--- src/rtl/id_ex_reg.sv ---
// ID/EX pipeline register for the five-stage MIPS datapath.
// Holds the decode-stage control word and operand data for the EX stage,
// forwarding unit and hazard detection unit. It supports stall (hold),
// flush/hazard (bubble) and a per-entry valid bit.
// Optional feature: define IDEX_BUBBLE_CNT_EN to add the bubble_cnt_o port
// and a wrapping counter of inserted bubbles.
module id_ex_reg #(
    parameter int DATA_W = 32
`ifdef IDEX_BUBBLE_CNT_EN
    , parameter int CNT_W  = 32
`endif
) (
    input  logic              clk_i,
    input  logic              rst_i,
    input  logic              stall_i,
    input  logic              flush_i,
    input  logic              hazard_i,
    input  logic              valid_i,
    input  logic              ALUSrc_i,
    input  logic              RegDst_i,
    input  logic              MemWr_i,
    input  logic              MemRd_i,
    input  logic              MemtoReg_i,
    input  logic              RegWr_i,
    input  logic [1:0]        ALUOp_i,
    input  logic [DATA_W-1:0] pc_i,
    input  logic [DATA_W-1:0] RS_data_i,
    input  logic [DATA_W-1:0] RT_data_i,
    input  logic [DATA_W-1:0] imm_i,
    input  logic [5:0]        funct_i,
    input  logic [4:0]        RS_addr_i,
    input  logic [4:0]        RT_addr_i,
    input  logic [4:0]        RD_addr_i,
    output logic              ALUSrc_o,
    output logic              RegDst_o,
    output logic              MemWr_o,
    output logic              MemRd_o,
    output logic              MemtoReg_o,
    output logic              RegWr_o,
    output logic [1:0]        ALUOp_o,
    output logic [DATA_W-1:0] pc_o,
    output logic [DATA_W-1:0] RS_data_o,
    output logic [DATA_W-1:0] RT_data_o,
    output logic [DATA_W-1:0] imm_o,
    output logic [5:0]        funct_o,
    output logic [4:0]        RS_addr_o,
    output logic [4:0]        RT_addr_o,
    output logic [4:0]        RD_addr_o,
    output logic              valid_o
`ifdef IDEX_BUBBLE_CNT_EN
    , output logic [CNT_W-1:0] bubble_cnt_o
`endif
);

    // Control word: everything that must be zero in a bubble.
    typedef struct packed {
        logic       alu_src;
        logic       reg_dst;
        logic       mem_wr;
        logic       mem_rd;
        logic       mem_to_reg;
        logic       reg_wr;
        logic [1:0] alu_op;
    } ctrl_t;

    // Payload: loaded whenever not stalled, contents irrelevant in a bubble.
    typedef struct packed {
        logic [DATA_W-1:0] pc;
        logic [DATA_W-1:0] rs_data;
        logic [DATA_W-1:0] rt_data;
        logic [DATA_W-1:0] imm;
        logic [5:0]        funct;
        logic [4:0]        rs_addr;
        logic [4:0]        rt_addr;
        logic [4:0]        rd_addr;
    } data_t;

    ctrl_t ctrl_d, ctrl_q;
    data_t data_d, data_q;
    logic  valid_q;
    logic  keep_ctrl;

    assign ctrl_d = '{alu_src:    ALUSrc_i,
                      reg_dst:    RegDst_i,
                      mem_wr:     MemWr_i,
                      mem_rd:     MemRd_i,
                      mem_to_reg: MemtoReg_i,
                      reg_wr:     RegWr_i,
                      alu_op:     ALUOp_i};

    assign data_d = '{pc:      pc_i,
                      rs_data: RS_data_i,
                      rt_data: RT_data_i,
                      imm:     imm_i,
                      funct:   funct_i,
                      rs_addr: RS_addr_i,
                      rt_addr: RT_addr_i,
                      rd_addr: RD_addr_i};

    // A load keeps its controls only for a real instruction with no load-use
    // hazard; zeroing them together with valid keeps the "bubble never
    // writes state" invariant local to this register.
    assign keep_ctrl = valid_i & ~hazard_i;

    // Control and valid: reset > flush > stall (hold) > hazard/normal load.
    always_ff @(posedge clk_i) begin
        if (rst_i) begin
            ctrl_q  <= '0;
            valid_q <= 1'b0;
        end else if (flush_i) begin
            ctrl_q  <= '0;
            valid_q <= 1'b0;
        end else if (!stall_i) begin
            ctrl_q  <= keep_ctrl ? ctrl_d : '0;
            valid_q <= keep_ctrl;
        end
    end

    // Payload: cleared on reset, otherwise loads unless stalled (a flush
    // under stall therefore holds the old payload, which stays deterministic).
    always_ff @(posedge clk_i) begin
        if (rst_i) begin
            data_q <= '0;
        end else if (!stall_i) begin
            data_q <= data_d;
        end
    end

`ifdef IDEX_BUBBLE_CNT_EN
    logic             bubble_ev;
    logic [CNT_W-1:0] bubble_cnt_q;

    // A bubble replaces the entry on a flush, or on a hazard that is not
    // masked by a stall; flush+hazard together is still a single bubble.
    assign bubble_ev = flush_i | (hazard_i & ~stall_i);

    // Free-running wrap-around bubble counter for CPI analysis.
    always_ff @(posedge clk_i) begin
        if (rst_i) begin
            bubble_cnt_q <= '0;
        end else if (bubble_ev) begin
            bubble_cnt_q <= bubble_cnt_q + 1'b1;
        end
    end

    assign bubble_cnt_o = bubble_cnt_q;
`endif

    assign ALUSrc_o   = ctrl_q.alu_src;
    assign RegDst_o   = ctrl_q.reg_dst;
    assign MemWr_o    = ctrl_q.mem_wr;
    assign MemRd_o    = ctrl_q.mem_rd;
    assign MemtoReg_o = ctrl_q.mem_to_reg;
    assign RegWr_o    = ctrl_q.reg_wr;
    assign ALUOp_o    = ctrl_q.alu_op;
    assign valid_o    = valid_q;

    assign pc_o       = data_q.pc;
    assign RS_data_o  = data_q.rs_data;
    assign RT_data_o  = data_q.rt_data;
    assign imm_o      = data_q.imm;
    assign funct_o    = data_q.funct;
    assign RS_addr_o  = data_q.rs_addr;
    assign RT_addr_o  = data_q.rt_addr;
    assign RD_addr_o  = data_q.rd_addr;

endmodule

--- config.mk ---
export PLATFORM = sky130hd
export DESIGN_NAME = id_ex_reg
export DESIGN_NICKNAME = d
export VERILOG_FILES = /design/src/rtl/id_ex_reg.sv
export SDC_FILE = /design/constraint.sdc
export NUM_CORES = 1
export LEC_CHECK = 0
export ABC_AREA = 1
export CORE_MARGIN = 2
export CORE_UTILIZATION = 35
export DETAILED_ROUTE_END_ITERATION = 7
export PLACE_DENSITY = 0.75
export SETUP_SLACK_MARGIN = 0.3
export SYNTH_ARGS = -nofsm -noshare
export SYNTH_HDL_FRONTEND = slang
export SYNTH_SLANG_ARGS = --single-unit
--- constraint.sdc ---
create_clock -name clk_i -period 1.19 [get_ports clk_i]
set_clock_uncertainty 0.1 [all_clocks]
set_input_delay 0.119 -clock clk_i [delete_from_list [all_inputs] [get_ports clk_i]]
set_output_delay 0.119 -clock clk_i [all_outputs]
set_load 0.03 [all_outputs]
---- Yosys cells after proc, flatten, opt, wreduce, memory -nomap -nowiden ----
Index checks and enable logic that the tools add are counted.
storage, ports and cells
  register bits after elaboration ......... 158
  bits of input ports ..................... 163
operators by class
  reduce and logical (&&, ||, !) cells .... 1
  mux-type cells .......................... 1
  bitwise operators ....................... 2
operators by type and width
  operator            count
  8-bit two-way mux   1
  2-bit OR reduction  1
  1-bit bitwise AND   1
  1-bit NOT           1

---- Logic depth before layout (Yosys ltp) ----
Gate-level depths: netlist (run 1).
  depth after elaboration ................. 3
  depth in mapped cells ................... 7
  mapped depth without buffers ............ 3

---- Worst setup path before layout (run 1) ----
No wires, ideal clock.
  path kind ............................... in2reg
  start point ............................. input stall_i
  end point ............................... register data_q (netlist bit imm_o[11])
  data required time ...................... 1.026 ns
  stages .................................. 7
  slack ................................... 0.197 ns
  setup time .............................. 0.064 ns
  buffers on the path ..................... 4
  arrival time ............................ 0.828 ns
  path through ............................ buf_6 > buf_6 > inv_6 > buf_8 > buf_6 > nor2_2 > nor2_1
RTL lines
  item                  RTL line  RTL
  from (decl)           15        input logic stall_i,
  to (signal assigned)  125       data_q <= data_d;
  to (decl)             79        data_t data_d, data_q;

---- Worst setup path after layout (run 1) ----
  start point ............................. register data_q (netlist bit RS_data_o[3])
  end point ............................... output RS_data_o[3]
RTL lines
  item       RTL line  RTL
  to (decl)  42        output logic [DATA_W-1:0] RS_data_o,
No word-level cell between the ends.

==> results.sh, run 1 <==
export IMPL_antenna_left=0
export IMPL_core_area_sq_um=15700
export IMPL_leakage_nw=4.34
export IMPL_worst_slew_pin_slew_ns=0.270
export IMPL_insertion_delay_ns=0.41
export IMPL_cts_made_buffers=17
export IMPL_timing_final_crit_share_pct=95.5
export IMPL_peakVddDrop_mv=0.920
export IMPL_diodes=0
export IMPL_dpl_instance_area_sq_um=8540
export IMPL_powerDensity_nw_per_um2=1410
export IMPL_nNetsFinal=1188
export IMPL_drive_gt1_share_pct=40.4
export IMPL_io_pins=321
export IMPL_syn_area_per_cell_sq_um=8.08
export IMPL_syn_to_final_growth_pct=82.7
export IMPL_synth_cell_types=17
export IMPL_min_delay_start="stall_i"
export IMPL_whs_ns=0.0703
export IMPL_finalSetupTns_ns=0
export IMPL_drt_iter0_drc=276
export IMPL_reg2regPathDepth=4
export IMPL_timing_final_ws_setup_ns=0.0539
export IMPL_r2r_slack_ns=0.27
export IMPL_dieArea_sq_um=16900
export IMPL_cts_tree="built"
export IMPL_synth_fp_nets=851
export IMPL_antenna_found_initial=0
export IMPL_dp_final_hpwl_mm=12.3
export IMPL_post_drt_wl_per_cell_um=14.9
export IMPL_synth_xor_area_share_pct=0
export IMPL_arrival_ns=0.92
export IMPL_syn_area_sq_um=5560
export IMPL_start_util_pct=35.4
export IMPL_ctsHoldBuffers=0
export IMPL_routed_wl_mm=18.7
export IMPL_synth_compound_area_share_pct=14.2
export IMPL_synth_seq_cells=158
export IMPL_preCtsSetupSlack_ns=-0.211
export IMPL_path_class="flip-flop to primary output"
export IMPL_fmax_ghz=0.880
export IMPL_critPathBufInv=1
export IMPL_die_h_um=130
export IMPL_synthMuxAreaShare_pct=0
export IMPL_yosys_warnings=0
export IMPL_grt_max_degree=70
export IMPL_crit_family="flip-flops"
export IMPL_dr_pass1_iters=6
export IMPL_grt_pass1_vias=5492
export IMPL_vias=5828
export IMPL_finalSetupViolCount=0
export IMPL_hold_path_class="primary input to flip-flop"
export IMPL_via_per_inst=4.65
export IMPL_crit_chain="buf_6"
export IMPL_maxCapViolations=0
export IMPL_drcViolationCount=0
export IMPL_synth_adder_area_share_pct=0
export IMPL_grt_total_usage_pct=21.0
export IMPL_cts_max_level=4
export IMPL_final_area_sq_um=10200
export IMPL_min_to="RS_data_o[25]$_SDFFE_PP0N_"
export IMPL_cts_root_buf="clkbuf_16"
export IMPL_layout_common_cells="278 x nor2_1, 160 x clkdlybuf4s50_1, 157 x dfxtp_2, 157 x buf_6, 148 x o21ai_0"
export IMPL_grt_overflow_total=0
export IMPL_layout_min_cycle_time_ns=1.14
export IMPL_utilization_pct=64.7
export IMPL_start_kind="flip-flop"
export IMPL_clkTransAtPathRegs_ns=0.06
export IMPL_min_path_cells=3
export IMPL_status="complete, no violations"
export IMPL_r2r_start="imm_o[13]$_SDFFE_PP0N_"
export IMPL_drv_slew=0
export IMPL_end_kind="primary output"
export IMPL_finalHoldViolCount=0
export IMPL_slew_headroom_pct=82.0
export IMPL_final_common_cell="nor2_1"
export IMPL_slowest_delay_ns=0.36
export IMPL_reg2reg_to="imm_o[13]$_SDFFE_PP0N_"
export IMPL_slowest_stage="dfxtp_2"
export IMPL_grt_pass1_wl_mm=27.5
export IMPL_numPortBuffers=320
export IMPL_synth_top_family_by_area="simple AND/OR/NAND/NOR gates"
export IMPL_yosysSeqAreaShare_pct=56.9
export IMPL_yosys_area_share_simple_pct=22.7
export IMPL_gp_congestion=0.794
export IMPL_critPathMaxFanout=2
export IMPL_die_x_um=130
export IMPL_rsz0062_at_grt="true"
export IMPL_clock_path_buffers=2
export IMPL_clock_sinks=158
export IMPL_cp_required_ns=0.97
export IMPL_rows=46
export IMPL_syn_instance_count=688
-- per-stage QoR --
stage	std cells	total power [mW]
after global routing	1253	14.9
after detailed placement	1193	8.57
final	1253	14.3
after floorplan	688	7.29
after global placement	1193	8.54
after CTS	1242	14.3
-- layout make-up --
type	count	area, sq um
Fill cell	1258	5550
Timing Repair Buffer	370	3870
Sequential cell	158	3360
Multi-Input combinational cell	475	2050
Clock buffer	22	464
Tap cell	216	270
Clock inverter	9	113
Inverter	3	25.0
-- logic make-up after synthesis --
family | count (synthesis)
AO/OA/AOI/OAI | 158
buffers and inverters | 55
flip-flops | 158
AND/OR/NAND/NOR | 317
-- report_power, final --
part           total, mW  switching (mW)  internal [mW]
sequential          5.97           0.253           5.72
clock               5.36            2.16           3.19
combinational       2.95            1.47           1.48
-- synth_stat cells (all sizes together) --
cell / n / area share [%]
nand4: 8 / 0.90
or2: 1 / 0.11
clkbuf: 29 / 2.0
o21ai: 149 / 13
nand2: 9 / 0.61
clkinv: 1 / 0.067
dfxtp: 158 / 57
buf: 23 / 3.9
nor2: 298 / 21
nand3: 1 / 0.090
inv: 2 / 0.23
a21oi: 9 / 0.81
-- metal layers --
metal  up-vias  track usage (%)  wire length, um
li1       2884                -                -
met5         -                0                0
met1      2680             22.2             7040
met4         0             9.23              496
met2       226             37.3             9510
met3        38             8.12             1670
-- registers in the layout (all words and copies together) (netlist names) --
register    count
MemtoReg_o      1
RegWr_o         1
RD_addr_o       5
ALUOp_o         2
ALUSrc_o        1
MemWr_o         1
RT_data_o      32
valid_o         1
RegDst_o        1
funct_o         6
RS_data_o      32
pc_o           32
RT_addr_o       5
MemRd_o         1
RS_addr_o       5
imm_o          32
-- how the worst max path moves through the flow --
stage	start	to	depth (start not counted)
3_3_place_gp	rst_i	imm_o[16]$_SDFFE_PP0N_	5
3_5_place_dp	rst_i	imm_o[20]$_SDFFE_PP0N_	5
6_report	RS_data_o[3]$_SDFFE_PP0N_	RS_data_o[3]	1
4_1_cts	RS_data_o[3]$_SDFFE_PP0N_	RS_data_o[3]	1
2_1_floorplan	stall_i	RS_data_o[10]$_SDFFE_PP0N_	7
5_1_grt	RS_data_o[3]$_SDFFE_PP0N_	RS_data_o[3]	1
-- repair_timing --
item / CTS / global route
buffers inserted: 17 / 11
gates resized for setup: 318 / 1
endpoints found under the setup margin: 222 / 166
pin swaps: 0 / 0
gates cloned: 1 / 0
(Power assumes the default switching activity.)
==> run 2: changes to the inputs <==
--- a/config.mk
+++ b/config.mk
@@ -6,7 +6,7 @@
 export NUM_CORES = 1
 export LEC_CHECK = 0
 export ABC_AREA = 1
-export CORE_MARGIN = 2
+export CORE_MARGIN = 1.5
 export CORE_UTILIZATION = 35
 export DETAILED_ROUTE_END_ITERATION = 7
 export PLACE_DENSITY = 0.75
==> run 2 against run 1 <==
Worst hold slack got worse by 0.043 ns. Global-route usage rose by 0.21 points. Sequential cell count stayed put. Combinational power about the same. Clock power increased by 3%. Cell count decreased by 0.40%. Total power is 1.2% higher. First-iteration DRC count shrank 13%. Setup slack got worse by 0.0018 ns. Register-to-register slack about the same.
==> results.sh, run 2 (synthesized netlist as in run 1, its figures left out) <==
export IMPL_status="complete, no violations"
export IMPL_rsz0062_at_grt="true"
export IMPL_drv_slew=0
export IMPL_rows=45
export IMPL_clock_path_buffers=2
export IMPL_crit_family="flip-flops"
export IMPL_cts_made_buffers=17
export IMPL_cp_required_ns=0.97
export IMPL_dp_final_hpwl_mm=12.1
export IMPL_drive_gt1_share_pct=40.6
export IMPL_seqCellArea_sq_um=3360
export IMPL_critPathBufInv=1
export IMPL_critPathMaxFanout=2
export IMPL_fmax_ghz=0.879
export IMPL_grt_pass1_wl_mm=27.6
export IMPL_diodes=0
export IMPL_leakage_nw=4.36
export IMPL_cts_root_buf="clkbuf_16"
export IMPL_dieArea_sq_um=16600
export IMPL_io_pins=321
export IMPL_antenna_found_initial=0
export IMPL_finalSetupTns_ns=0
export IMPL_fill_cells=1194
export IMPL_finalSetupViolCount=0
export IMPL_layout_common_cells="278 x nor2_1, 160 x clkdlybuf4s50_1, 158 x buf_6"
export IMPL_cts_max_level=4
export IMPL_numPortBuffers=320
export IMPL_p_clk_share_pct=38.2
export IMPL_slowest_delay_ns=0.36
export IMPL_worstSetupStartpoint="imm_o[14]$_SDFFE_PP0N_"
export IMPL_combPwrFrac_pct=20.4
export IMPL_multi_input_area_sq_um=2050
export IMPL_dr_pass1_iters=6
export IMPL_crit_chain="buf_6"
export IMPL_net_switching_power_mw=3.96
export IMPL_clock_sinks=158
export IMPL_slew_headroom_pct=81.8
export IMPL_start_util_pct=36.2
export IMPL_grt_overflow_total=0
export IMPL_end_kind="primary output"
export IMPL_slowest_stage="dfxtp_2"
export IMPL_post_drt_wl_per_cell_um=14.6
export IMPL_syn_to_final_growth_pct=83.5
export IMPL_timing_final_ws_setup_ns=0.0521
export IMPL_path_class="flip-flop to primary output"
export IMPL_insertion_delay_ns=0.41
export IMPL_arrival_ns=0.92
export IMPL_preCtsSetupSlack_ns=-0.203
export IMPL_worst_slew_pin_slew_ns=0.270
export IMPL_layout_min_cycle_time_ns=1.14
export IMPL_finalHoldViolCount=0
export IMPL_clkTransAtPathRegs_ns=0.07
export IMPL_vias=5771
export IMPL_cts_tree="built"
export IMPL_die_h_um=129
export IMPL_start_kind="flip-flop"
export IMPL_gp_congestion=0.738
export IMPL_via_per_inst=4.62
export IMPL_powerDensity_nw_per_um2=1420
export IMPL_hold_path_class="primary input to flip-flop"
export IMPL_peakVddDrop_mv=0.906
export IMPL_drcViolationCount=0
export IMPL_maxCapViolations=0
export IMPL_min_delay_start="stall_i"
export IMPL_antenna_left=0
export IMPL_die_x_um=129
export IMPL_intPower_mw=10.5
export IMPL_grt_total_usage_pct=21.3
export IMPL_p_seq_share_pct=41.3
export IMPL_routed_wl_mm=18.3
export IMPL_grt_max_degree=68
export IMPL_nNetsFinal=1187
export IMPL_grt_pass1_vias=5536
export IMPL_ctsHoldBuffers=0
export IMPL_power_mw=14.4
export IMPL_drt_iter0_drc=241
export IMPL_timing_final_crit_share_pct=95.6
export IMPL_r2r_start="pc_o[14]$_SDFFE_PP0N_"
export IMPL_final_common_cell="nor2_1"
export IMPL_core_area_sq_um=15400
export IMPL_switching_share_pct=27.4
run 2: cell count changes in the layout (fill, tap and decap cells not counted):
cell	previous run	this run
buf_6	157	158
buf_4	45	41
inv_6	1	4
clkbuf_1	3	1
clkbuf_8	2	3
buf_12	6	8
clkinvlp_4	5	4
run 2: area by class of cell:
class                      instances  share of cell area [%]
clock inverter                    11                    1.29
timing repair buffer             369                    38.1
multi-input combinational        475                    20.1
inverter                           3                   0.245
tap                              211                    2.59
sequential                       158                    33.0
clock buffer                      21                    4.61
run 2: stage by stage:
step / hold slack, ns / cell area [sq um] / util (%) / std cells
6_report: 0.0271 / 10200 / 66.3 / 1248
5_1_grt: 0.0473 / 10200 / 66.3 / 1248
4_1_cts: 0.00529 / 10100 / 66.0 / 1241
3_5_place_dp: 0.359 / 8550 / 55.7 / 1187
3_3_place_gp: 0.350 / 8550 / 55.7 / 1187
2_1_floorplan: 0.167 / 5570 / - / 688
run 2: metal layers:
| layer | wire, um | part of all wire, % | vias to the layer above | track usage [%] |
|---|---|---|---|---|
| met3 | 1520 | 8.3 | 34 | 7.02 |
| met1 | 7100 | 39 | 2621 | 22.9 |
| met5 | 0 | 0 | - | 0 |
| met4 | 455 | 2.5 | 0 | 9.05 |
| met2 | 9200 | 50 | 233 | 38.2 |
| li1 | - | - | 2883 | - |
run 2: final timing paths:
kind	end	slack, ns	cells after the start
min reg2reg	RegWr_o$_SDFFE_PP0N_	0.37	2
max	imm_o[14]	0.05	1
max reg2reg	pc_o[14]$_SDFFE_PP0N_	0.27	4
min	imm_o[4]$_SDFFE_PP0N_	0.03	3
run 2: what timing repair did:
action	in CTS	in global routing
setup buffers	21	7
endpoints found under the hold margin	0	0
cloned	1	0
gates resized for setup	318	2
endpoints found under the setup margin	235	161
run 2: power by group through the flow:
| stage | clock [mW] | sequential [mW] | combinational, mW |
|---|---|---|---|
| floorplan | 0 | 6.63 | 0.659 |
| global route | 5.85 | 6.01 | 3.15 |
| CTS | 5.61 | 5.97 | 2.93 |
| global placement | 0 | 5.94 | 2.59 |
| detailed placement | 0 | 5.95 | 2.61 |
| finish | 5.52 | 5.97 | 2.95 |
